--- config.mk ---
export PLATFORM = sky130hd
export DESIGN_NAME = ps2_host_tx
export DESIGN_NICKNAME = d
export VERILOG_FILES = /design/src/rtl/ps2_host_tx.sv
export SDC_FILE = /design/constraint.sdc
export NUM_CORES = 1
export LEC_CHECK = 0
export CAP_MARGIN = 20
export CORE_MARGIN = 2
export CORE_UTILIZATION = 43
export CTS_CLUSTER_DIAMETER = 100
export DETAILED_ROUTE_END_ITERATION = 7
export GPL_TIMING_DRIVEN = 0
export PLACE_DENSITY_LB_ADDON = 0.15
export REMOVE_ABC_BUFFERS = 1
export SKIP_CTS_REPAIR_TIMING = 1
export SYNTH_ARGS = -nofsm -noshare
export SYNTH_HDL_FRONTEND = slang
export SYNTH_SLANG_ARGS = --single-unit
--- constraint.sdc ---
create_clock -name clk -period 2.85 [get_ports clk]
set_clock_uncertainty 0.15 [all_clocks]
set_input_delay 0.57 -clock clk [delete_from_list [all_inputs] [get_ports clk]]
set_output_delay 0.57 -clock clk [all_outputs]
set_load 0.01 [all_outputs]
--- src/rtl/ps2_host_tx.sv ---
// PS/2 host-to-device transmitter: clock inhibit, request-to-send, 11-edge frame and ack.
// Build option PS2_TX_ACK_CHECK_EN: a high data line at the ack edge pulses tx_err instead of tx_done.
module ps2_host_tx #(
  parameter int INHIBIT_CYCLES = 5000,
  parameter int TIMEOUT_CYCLES = 750000
) (
  input  logic       clk,
  input  logic       rst_n,
  input  logic [7:0] tx_data,
  input  logic       tx_valid,
  output logic       tx_ready,
  input  logic       key_clk,
  input  logic       key_data,
  output logic       key_clk_oe,
  output logic       key_data_oe,
  output logic       tx_done,
  output logic       tx_err
);

  localparam int INH_W = (INHIBIT_CYCLES > 1) ? $clog2(INHIBIT_CYCLES) : 1;
  localparam int TO_W  = (TIMEOUT_CYCLES > 1) ? $clog2(TIMEOUT_CYCLES) : 1;

  typedef enum logic [2:0] {
    S_IDLE,
    S_INHIBIT,
    S_REQ,
    S_SHIFT,
    S_ACK
  } state_t;

  state_t           state_q;
  logic [7:0]       data_q;
  logic             parity_q;
  logic [3:0]       edge_cnt_q;
  logic [INH_W-1:0] inh_cnt_q;
  logic [TO_W-1:0]  to_cnt_q;
  logic             clk_oe_q;
  logic             data_oe_q;
  logic             done_q;
  logic             err_q;
  logic             clk_s1_q;
  logic             clk_s2_q;
  logic             clk_prev_q;
  logic             data_s1_q;
  logic             data_s2_q;

  logic             edge_fall;
  logic [9:0]       frame_bits;

  assign edge_fall  = clk_prev_q & ~clk_s2_q;
  // Bit presented after edge n is frame_bits[n-1]: data LSB first, parity, stop.
  assign frame_bits = {1'b1, parity_q, data_q};

  always_ff @(posedge clk) begin
    if (!rst_n) begin
      state_q    <= S_IDLE;
      data_q     <= '0;
      parity_q   <= 1'b0;
      edge_cnt_q <= '0;
      inh_cnt_q  <= '0;
      to_cnt_q   <= '0;
      clk_oe_q   <= 1'b0;
      data_oe_q  <= 1'b0;
      done_q     <= 1'b0;
      err_q      <= 1'b0;
      clk_s1_q   <= 1'b1;
      clk_s2_q   <= 1'b1;
      clk_prev_q <= 1'b1;
      data_s1_q  <= 1'b1;
      data_s2_q  <= 1'b1;
    end else begin
      clk_s1_q   <= key_clk;
      clk_s2_q   <= clk_s1_q;
      clk_prev_q <= clk_s2_q;
      data_s1_q  <= key_data;
      data_s2_q  <= data_s1_q;
      done_q     <= 1'b0;
      err_q      <= 1'b0;

      case (state_q)
        S_IDLE: begin
          if (tx_valid) begin
            data_q     <= tx_data;
            parity_q   <= ~^tx_data;
            edge_cnt_q <= '0;
            inh_cnt_q  <= INH_W'(INHIBIT_CYCLES - 1);
            clk_oe_q   <= 1'b1;
            data_oe_q  <= (INHIBIT_CYCLES == 1);
            state_q    <= S_INHIBIT;
          end
        end

        S_INHIBIT: begin
          if (inh_cnt_q == INH_W'(1)) begin
            data_oe_q <= 1'b1;
          end
          if (inh_cnt_q == '0) begin
            clk_oe_q  <= 1'b0;
            data_oe_q <= 1'b1;
            to_cnt_q  <= '0;
            state_q   <= S_REQ;
          end else begin
            inh_cnt_q <= inh_cnt_q - INH_W'(1);
          end
        end

        S_REQ, S_SHIFT: begin
          if (to_cnt_q == TO_W'(TIMEOUT_CYCLES - 1)) begin
            clk_oe_q  <= 1'b0;
            data_oe_q <= 1'b0;
            err_q     <= 1'b1;
            to_cnt_q  <= '0;
            state_q   <= S_IDLE;
          end else begin
            to_cnt_q <= to_cnt_q + TO_W'(1);
            if (edge_fall) begin
              edge_cnt_q <= edge_cnt_q + 4'd1;
              if (edge_cnt_q == 4'd10) begin
                data_oe_q <= 1'b0;
                state_q   <= S_ACK;
              end else begin
                data_oe_q <= ~frame_bits[edge_cnt_q];
                state_q   <= S_SHIFT;
              end
            end
          end
        end

        S_ACK: begin
`ifdef PS2_TX_ACK_CHECK_EN
          if (data_s2_q) begin
            err_q <= 1'b1;
          end else begin
            done_q <= 1'b1;
          end
`else
          done_q <= 1'b1;
`endif
          to_cnt_q <= '0;
          state_q  <= S_IDLE;
        end

        default: begin
          clk_oe_q  <= 1'b0;
          data_oe_q <= 1'b0;
          state_q   <= S_IDLE;
        end
      endcase
    end
  end

`ifndef PS2_TX_ACK_CHECK_EN
  // The ack level only matters when it is checked.
  logic unused_ack;
  assign unused_ack = data_s2_q;
`endif

  assign tx_ready    = (state_q == S_IDLE);
  assign key_clk_oe  = clk_oe_q;
  assign key_data_oe = data_oe_q;
  assign tx_done     = done_q;
  assign tx_err      = err_q;

endmodule

==> out/metrics.cfg <==
[grt]
grt.overflow.total=0
grt_pass1_vias=2198
grt_pass1_wl_um=10300
antenna_found_initial=0
grt_max_degree=20
track_usage_pct=17.6

[sta]
tightestPinTransition_ns=0.831
slew_viol_final=0
max_slew_margin_pct=44.4
post-route-min-period_ns=2.70
fmax_mhz=371
finalCritPeriodShare_pct=94.6
final_hold_viol_count=0
rsz0062_at_grt=no
setup_viol=0
tns_ns=0

[synthesis]
synth-seq-area-share_pct=39.9
syn_inst=328
avgSynthCellArea_um2=8.57
synth_ff_type=dfxtp_1
synth.largest_area_cell=dfxtp_1
ys_types=54
netlist_area_um2=2810
synth_top_area_share_pct=39.9
synth-seq-cells=56
ys_top_cells_by_area=dfxtp_1, a21oi_1, xor2_1
synth_edf_count=0
postSynth.asyncResetShare_pct=0
yosysWarnings=0

[critical_path]
r2r-start=state_q[2]
max_stage_delay_ns=1.01
r2r_cells=5
crit_end=state_q[0]
crit_slowest_cell=clkdlybuf4s50_1
startpoint=rst_n
rr_endpoint=inh_cnt_q[5]
start_kind=input port
arrival_ns=2.81
worst_ep_required_time_ns=2.96
rrSetupSlack_ns=0.24
path_cells=clkdlybuf4s50_1 -> clkinvlp_4 -> buf_4 -> a211oi_1 -> nor2b_1 -> a22o_1 -> mux2_2
cp_max_fo=16
crit_path_end_kind=register
crit_type=in -> reg

[placement]
dp_cells=410
gp_congestion=0.819
io_buffer_count=16
post-dp-hpwl_um=4200

[detailed_routing]
drt-pass1-iter-count=4
drc_errors=0
antenna_left=0
route.met3.wl_um=102
wl_met1_um=2940
vias_per_cell=5.65
via_count=2386
drt_iter0_drc=100
wirelength_um=6050
met2_length_um=2940
wl_per_cell_um=14.3
top_layer=met4

[run_status]
outcome=finished clean

[power_and_ir_drop]
p_leak_nw=1.09
power.density_nw_per_um2=747
vdd_drop_max_mv=0.425

[clock_network]
clock-root-buffer=clkbuf_8
clock_sinks=56
cts_tree=done
h-tree-depth=2
clkTransAtPathRegs_ns=0.10
numCtsBuffers=5
clkLatencyLatePin_ns=0.31
ctsLongestPathBuffers=2

[hold_path]
worstHoldPathType=reg -> reg

[die]
rows=29
ios=18
die_w_um=84.8
fp.dieArea_um2=7200
initial_utilization_pct=44.3
core_um2=6350
die_y_um=84.8

[layout]
finalNonFillerCells=422
antenna_cells=0
nets=366
syn2layout_area_growth_pct=12.6
final_cell_mix=dfxtp_1, nand2_1, nor2_1, a21oi_1
layout_commonest_cell=dfxtp_1
drive_gt1_share_pct=8.41

[job]
max-cap-violations=0

==> worst min path at each step <==
stage | start | endpoint | slack (ns) | cells past startpoint
after floorplan | clk_s1_q | clk_s2_q | 0.24 | 1
after global placement | clk_s1_q | clk_s2_q | 0.25 | 1
after detailed placement | clk_s1_q | clk_s2_q | 0.26 | 1
after CTS | clk_s1_q | clk_s2_q | 0.28 | 1
after global routing | clk_s1_q | clk_s2_q | 0.29 | 1
final | clk_s1_q | clk_s2_q | 0.27 | 1
==> cell type report <==
type | count | area [um2]
flip-flops and latches | 56 | 1120
well taps | 77 | 96.3
fillers | 598 | 3180
multi-input cells | 253 | 1620
repair buffers | 23 | 225
clock buffers | 5 | 68.8
inverters | 8 | 33.8
==> routing by layer <==
layer | GRT usage, % | vias to the layer above
met4 | 5.63 | 0
met1 | 23.4 | 1126
met2 | 29.2 | 23
met3 | 3.21 | 4
li1 | - | 1233
met5 | 0 | -
==> stage by stage <==
step                hold WS (ns)  worst slack, ns  power, mW  area, um2  utilization, %
floorplan                  0.236            0.431       1.68       2760               -
global placement           0.251           -0.585       1.93       3020            47.6
detailed placement         0.257           -0.579       1.95       3020            47.6
CTS                        0.284           -0.266       2.36       3090            48.7
global route               0.293           0.0381       2.56       3170            49.9
finish                     0.274            0.154       2.36       3170            49.9
==> cells in the mapped netlist, types with 6 or more instances <==
cell        n
o2111ai_1   6
dfxtp_1    56
a21oi_1    27
nand2_1    31
xor2_1     15
nor2_1     27
inv_1       7
or3_1       8
clkbuf_1    9
o21ai_0    16
and2_1      7
nand3_1    13
ha_1        6
xnor2_1     9
and3_1      6
o211ai_1    6
==> where the power goes <==
| part | switching (mW) | internal (mW) |
|---|---|---|
| clock | 0.239 | 0.160 |
| combinational | 0.580 | 0.389 |
| sequential | 0.0996 | 0.896 |
==> critical path, delay by kind of cell <==
family                 cells  cell delay (ns)
multiplexers               1             0.13
buffers and inverters      3             1.46
AO/OA/AOI/OAI              2             0.46
AND/OR/NAND/NOR            1             0.18
==> registers in the layout, indices dropped and copies added (netlist names), 3 cells and up <==
name and cells:
to_cnt_q 20, inh_cnt_q 13, edge_cnt_q 4, data_q 8, state_q 3
==> cell families after synthesis <==
| family | Yosys count | synth area share (%) |
|---|---|---|
| mux | 6 | 2.72 |
| simple gates | 140 | 27.4 |
| flops | 56 | 39.9 |
| xor+xnor | 24 | 7.48 |
| buf+inv | 19 | 2.72 |
| fa+ha+maj | 6 | 2.67 |
| compound gates | 77 | 17.1 |
No activity file was read; power rests on OpenSTA's default activity.
